## config.mk

```make
export PLATFORM = sky130hd
export DESIGN_NAME = m_len_lookup_arbiter
export DESIGN_NICKNAME = d
export VERILOG_FILES = /design/src/rtl/m_len_lookup_arbiter.sv
export SDC_FILE = /design/constraint.sdc
export NUM_CORES = 1
export LEC_CHECK = 0
export CAP_MARGIN = 20
export CORE_MARGIN = 5
export CORE_UTILIZATION = 40
export DETAILED_ROUTE_END_ITERATION = 6
export PLACE_DENSITY = 0.72
export SLEW_MARGIN = 25
export SYNTH_ARGS = -nofsm -noshare
export SYNTH_HDL_FRONTEND = slang
export SYNTH_SLANG_ARGS = --single-unit
```

## constraint.sdc

```tcl
create_clock -name clk -period 4.85 [get_ports clk]
set_input_delay 1.2125 -clock clk [delete_from_list [all_inputs] [get_ports clk]]
set_output_delay 1.2125 -clock clk [all_outputs]
set_load 0.005 [all_outputs]
```

## src/rtl/m_len_lookup_arbiter.sv

```systemverilog
// ----------------------------------------------------------------------------
// m_len_lookup_arbiter
//
// Shares the single link_id -> M-length lookup path among NUM_REQ requesters.
// A round-robin arbiter picks one requester at a time. Its link_id goes out as
// a one-cycle id_enable pulse. The M length is captured LOOKUP_LAT cycles later
// and returned on a valid/ready response channel. Only one request is in
// flight at a time. An out-of-range link_id is answered with an error
// response, and no lookup is issued for it.
//
// Ports
//   clk          system clock, rising edge
//   n_rst        asynchronous active-low reset
//   req_valid    per-requester lookup request
//   req_link_id  link_id of requester i in bits [6i+5:6i]
//   req_ready    one-hot accept pulse (combinational, IDLE only)
//   lk_id_enable one-cycle pulse to the lookup path
//   lk_link_id   link_id presented to the lookup path (held until next issue)
//   lk_m_len     M length returned by the lookup path
//   rsp_valid    response available
//   rsp_ready    consumer accepts response
//   rsp_req_idx  requester that owns the response
//   rsp_m_len    captured M length, 0 on error
//   rsp_err      link_id exceeded MAX_LINK_ID
//   busy         high whenever the FSM is not IDLE
// ----------------------------------------------------------------------------
module m_len_lookup_arbiter #(
    parameter int         NUM_REQ     = 4,
    parameter int         LOOKUP_LAT  = 2,
    parameter logic [5:0] MAX_LINK_ID = 6'd47
) (
    input  logic                   clk,
    input  logic                   n_rst,
    input  logic [NUM_REQ-1:0]     req_valid,
    input  logic [6*NUM_REQ-1:0]   req_link_id,
    output logic [NUM_REQ-1:0]     req_ready,
    output logic                   lk_id_enable,
    output logic [5:0]             lk_link_id,
    input  logic [12:0]            lk_m_len,
    output logic                   rsp_valid,
    input  logic                   rsp_ready,
    output logic [2:0]             rsp_req_idx,
    output logic [12:0]            rsp_m_len,
    output logic                   rsp_err,
    output logic                   busy
);

    typedef enum logic [1:0] {IDLE, ISSUE, WAIT, RESP} state_t;

    localparam logic [2:0] RR_INIT  = 3'(NUM_REQ - 1);
    localparam logic [3:0] LAT_INIT = 4'(LOOKUP_LAT);

    state_t      state_q, state_d;
    logic [2:0]  rr_ptr_q, rr_ptr_d;
    logic [3:0]  cnt_q, cnt_d;
    logic        lk_id_enable_q, lk_id_enable_d;
    logic [5:0]  lk_link_id_q, lk_link_id_d;
    logic        rsp_valid_q, rsp_valid_d;
    logic [2:0]  rsp_req_idx_q, rsp_req_idx_d;
    logic [12:0] rsp_m_len_q, rsp_m_len_d;
    logic        rsp_err_q, rsp_err_d;
    logic        busy_q, busy_d;

    // Requests padded to the architectural maximum of 8, so the arbiter can
    // index them with a plain 3-bit grant index.
    logic [7:0]  valid_ext;
    logic [5:0]  id_ext [8];

    generate
        for (genvar gi = 0; gi < 8; gi++) begin : g_ext
            if (gi < NUM_REQ) begin : g_used
                assign valid_ext[gi] = req_valid[gi];
                assign id_ext[gi]    = req_link_id[6*gi +: 6];
            end else begin : g_pad
                assign valid_ext[gi] = 1'b0;
                assign id_ext[gi]    = 6'd0;
            end
        end
    endgenerate

    // Candidate index k positions after base, wrapping at NUM_REQ.
    function automatic logic [2:0] rr_next(input logic [2:0] base, input int k);
        int s;
        s = int'(base) + k;
        if (s >= NUM_REQ) s = s - NUM_REQ;
        return 3'(s);
    endfunction

    // Round-robin search that starts just after the last winner.
    logic       grant_any;
    logic [2:0] grant_idx;

    always_comb begin
        grant_any = 1'b0;
        grant_idx = rr_ptr_q;
        for (int k = 1; k <= NUM_REQ; k++) begin
            if (!grant_any && valid_ext[rr_next(rr_ptr_q, k)]) begin
                grant_any = 1'b1;
                grant_idx = rr_next(rr_ptr_q, k);
            end
        end
    end

    // The accept pulse must be combinational so that valid&ready meet in the
    // grant cycle itself.
    generate
        for (genvar gi = 0; gi < NUM_REQ; gi++) begin : g_ready
            assign req_ready[gi] = (state_q == IDLE) && grant_any &&
                                   (grant_idx == 3'(gi));
        end
    endgenerate

    always_comb begin
        state_d        = state_q;
        rr_ptr_d       = rr_ptr_q;
        cnt_d          = cnt_q;
        lk_id_enable_d = 1'b0;
        lk_link_id_d   = lk_link_id_q;
        rsp_valid_d    = rsp_valid_q;
        rsp_req_idx_d  = rsp_req_idx_q;
        rsp_m_len_d    = rsp_m_len_q;
        rsp_err_d      = rsp_err_q;

        case (state_q)
            IDLE: begin
                if (grant_any) begin
                    rr_ptr_d      = grant_idx;
                    rsp_req_idx_d = grant_idx;
                    if (id_ext[grant_idx] <= MAX_LINK_ID) begin
                        // id_enable is registered, so it is raised on entry
                        // to ISSUE and drops again when ISSUE is left.
                        state_d        = ISSUE;
                        lk_id_enable_d = 1'b1;
                        lk_link_id_d   = id_ext[grant_idx];
                    end else begin
                        state_d     = RESP;
                        rsp_valid_d = 1'b1;
                        rsp_err_d   = 1'b1;
                        rsp_m_len_d = 13'd0;
                    end
                end
            end
            ISSUE: begin
                cnt_d   = LAT_INIT;
                state_d = WAIT;
            end
            WAIT: begin
                cnt_d = cnt_q - 4'd1;
                // A count of 1 marks the cycle that is LOOKUP_LAT cycles past
                // the ISSUE cycle. The data is valid here.
                if (cnt_q == 4'd1) begin
                    rsp_m_len_d = lk_m_len;
                    rsp_err_d   = 1'b0;
                    rsp_valid_d = 1'b1;
                    state_d     = RESP;
                end
            end
            RESP: begin
                if (rsp_ready) begin
                    rsp_valid_d = 1'b0;
                    state_d     = IDLE;
                end
            end
            default: state_d = IDLE;
        endcase

        busy_d = (state_d != IDLE);
    end

    always_ff @(posedge clk or negedge n_rst) begin
        if (!n_rst) begin
            state_q        <= IDLE;
            rr_ptr_q       <= RR_INIT;
            cnt_q          <= 4'd0;
            lk_id_enable_q <= 1'b0;
            lk_link_id_q   <= 6'd0;
            rsp_valid_q    <= 1'b0;
            rsp_req_idx_q  <= 3'd0;
            rsp_m_len_q    <= 13'd0;
            rsp_err_q      <= 1'b0;
            busy_q         <= 1'b0;
        end else begin
            state_q        <= state_d;
            rr_ptr_q       <= rr_ptr_d;
            cnt_q          <= cnt_d;
            lk_id_enable_q <= lk_id_enable_d;
            lk_link_id_q   <= lk_link_id_d;
            rsp_valid_q    <= rsp_valid_d;
            rsp_req_idx_q  <= rsp_req_idx_d;
            rsp_m_len_q    <= rsp_m_len_d;
            rsp_err_q      <= rsp_err_d;
            busy_q         <= busy_d;
        end
    end

    assign lk_id_enable = lk_id_enable_q;
    assign lk_link_id   = lk_link_id_q;
    assign rsp_valid    = rsp_valid_q;
    assign rsp_req_idx  = rsp_req_idx_q;
    assign rsp_m_len    = rsp_m_len_q;
    assign rsp_err      = rsp_err_q;
    assign busy         = busy_q;

endmodule

```

==> summary.txt, run 1 <==
worst-margin pin slew = 557 ps
Hold WC Path Type = reg2reg
FF-to-FF path depth = 11
Max-slew headroom = 0.629
Synth Register Bits = 34
post-synth cell types = 41
Final setup viols = 0
Area growth syn-to-layout = 50.0%
fill count = 424
Tot Pwr = 2.22 mW
WHS = 495 ps
H-tree depth = 2
first-pass GRT wire length = 8.89 mm
Max Slew Vio Count = 0
largest net degree at the start of global routing = 35
internal power = 1.37 mW
Starting DRT DRC Count = 106
switching pwr = 0.850 mW
post-synthesis sequential area ratio = 0.408
nets = 341
most common cell after layout, fill and taps aside = clkdlybuf4s50_1
power density over the cells = 707 nW/um^2
vias per cell = 5.40
Sink Count = 34
Hold Vio Cnt, Final = 0
cts bufs inserted = 5
initial antenna violation count = 0
die area = 6770 um^2
Final ANT Viol Nets = 0
maxcap violations = 0
placed cells = 348
Combinational Power Share = 0.631
Setup WS post-layout = 153 ps
commonest cells after routing, fill and taps aside = 68 x clkdlybuf4s50_1, 32 x dfrtp_1, 19 x nand2_1, 16 x nor2_1
Root Driver = clkbuf_8
core area = 5110 um^2
post-detail-place hpwl = 4.30 mm
EDFF count, synth = 0
vias = 1,943
FP Rows = 26
clock slew at reported path FFs = 70 ps
CP Class = reg2out
Synth async-reset ratio = 1.00
# IOs = 74
fmax = 0.213 GHz
Worst EP arrival = 3480 ps
clk buf depth = 2
Clock power frac = 0.142
hold path cells = 1
crit path capture type = output pin
leading register cell type out of synthesis = dfrtp_1
Setup crit start kind = flip-flop
post-synthesis cell count = 206
total track usage = 0.171
number of remaining DRC errors = 0
Worst EP required = 3640 ps
maximum fanout along the worst path = 16
post-route insts no fill = 360
Synth Area per Inst = 10.1 um^2
CTS tree = built
skew final = 9.41 ps
Starting Density = 0.409
Reg power frac = 0.227
Die H = 82.3 um
layout cell share with drive strength beyond 1 = 0.155
Synth warnings = 0
P_leak = 1.36 nW
worst vdd ir = 0.000356 V
WL final = 5.91 mm
Netlist Area Pre-Place = 2090 um^2
switching share of total power = 0.383
total gr overflow = 0
Hold-fix buffers, CTS = 0
DRT Pass-1 Iters = 4
Final period util = 0.969
pre-CTS setup slack = -61.6 ps
status = complete, no violations
die span in x = 82.3 um
Clock Latency Late Sink = 290 ps
Inserted Diodes = 0
vias in the first global route = 1,834
final setup TNS = 0 ps
syn_nets = 258
gp weighted congestion = 0.868
DR WL/cell = 16.4 um
I/O Buffers = 73
minimum clock period = 4700 ps
## flip-flops by register name, indices dropped and copies added, names as in the netlist, 2 cells and up
name         flops
cnt_q            4
lk_link_id       6
rsp_m_len       13
rsp_req_idx      2
state_q          2
rr_ptr_q         3
## cell usage after synthesis (3+ instances only)
| cell | count | area, um^2 |
|---|---|---|
| dfrtp_1 | 32 | 801 |
| nand2_1 | 20 | 75.1 |
| nor2_1 | 16 | 60.1 |
| o21ai_0 | 16 | 80.1 |
| inv_1 | 15 | 56.3 |
| a32o_1 | 13 | 130 |
| a21oi_1 | 8 | 40.0 |
| ha_1 | 8 | 100 |
| mux4_2 | 8 | 180 |
| nand3_1 | 7 | 35.0 |
| nor3_1 | 6 | 30.0 |
| mux2i_1 | 5 | 50.1 |
| a21o_1 | 4 | 30.0 |
| clkbuf_1 | 4 | 15.0 |
| nor2b_1 | 4 | 25.0 |
| and2_1 | 3 | 18.8 |
| buf_2 | 3 | 15.0 |
| buf_6 | 3 | 33.8 |
## worst paths after layout
| kind | from | slack [ps] | endpoint |
|---|---|---|---|
| setup / recovery | rr_ptr_q[0] | 150 | req_ready[2] |
| hold / removal | cnt_q[3] | 500 | cnt_q[3] |
| setup reg to reg | rr_ptr_q[0] | 580 | rsp_m_len[0] |
| hold reg to reg | cnt_q[3] | 500 | cnt_q[3] |
| max in group asynchronous | n_rst | 3180 | rr_ptr_q[0] |
| min in group asynchronous | n_rst | 1320 | rsp_m_len[6] |
## cell type report
| cell class | instances | area [um^2] | share of cell area |
|---|---|---|---|
| multi-input cells | 145 | 1150 | 0.365 |
| repair buffers | 88 | 856 | 0.273 |
| flip-flops and latches | 34 | 853 | 0.272 |
| well taps | 70 | 87.6 | 0.0279 |
| clock buffers | 5 | 68.8 | 0.0219 |
| clock inverters | 3 | 68.8 | 0.0219 |
| inverters | 15 | 56.3 | 0.0179 |
## per-stage QoR
step / cell area (um^2) / util
2_1_floorplan: 2090 / -
3_3_place_gp: 2910 / 0.570
3_5_place_dp: 2910 / 0.570
4_1_cts: 3070 / 0.601
5_1_grt: 3140 / 0.614
6_report: 3140 / 0.614
## power by group through the flow
stage                     Sequential (mW)  Clock (mW)  Combinational, mW
after global placement              0.501           0               1.29
after global routing                0.521       0.337               1.53
final                               0.504       0.315               1.40
after detailed placement            0.505           0               1.30
after CTS                           0.501       0.321               1.33
after floorplan                     0.485           0              0.858
## timing repair
| action | 4_1_cts | 5_1_grt |
|---|---|---|
| resized for setup | 2 | 14 |
| pin swaps | 1 | 4 |
| setup buffers | 1 | 3 |
| gates cloned | 0 | 0 |
| setup endpoints to repair | 3 | 4 |
## cells by family (layout without fill, tap and decap cells)
family / count (synthesis) / count (layout) / synth area share
simple gates: 64 / 64 / 0.147
compound gates: 56 / 56 / 0.198
flops: 34 / 34 / 0.408
buf+inv: 27 / 111 / 0.0646
mux: 15 / 15 / 0.126
fa+ha+maj: 8 / 8 / 0.0479
xor+xnor: 2 / 2 / 0.00838
## layer usage
| layer | vias to the layer above | track usage | share of wire | wire length (um) |
|---|---|---|---|---|
| met5 | - | 0 | 0 | 0 |
| met3 | 5 | 0.0499 | 0.099 | 586 |
| met2 | 74 | 0.275 | 0.47 | 2770 |
| li1 | 924 | - | - | - |
| met1 | 940 | 0.226 | 0.42 | 2490 |
| met4 | 0 | 0.0449 | 0.011 | 65 |
## worst max-delay path: stages, from the launching register on
cell             delay [ps]
dfstp_2                 750
inv_1                   150
ha_1                    500
mux4_2                  590
a41oi_4                 210
xnor2_1                 110
buf_4                   170
nor3b_4                 190
clkdlybuf4s50_1         520
(Power assumes the default switching activity.)
==> run 2, diff against run 1 <==
--- a/config.mk
+++ b/config.mk
@@ -8,6 +8,7 @@
 export CAP_MARGIN = 20
 export CORE_MARGIN = 5
 export CORE_UTILIZATION = 40
+export CTS_CLUSTER_DIAMETER = 200
 export DETAILED_ROUTE_END_ITERATION = 6
 export PLACE_DENSITY = 0.72
 export SLEW_MARGIN = 25
==> results of run 2 <==
No change in the layout: final DEF, timing and power equal those of run 1.
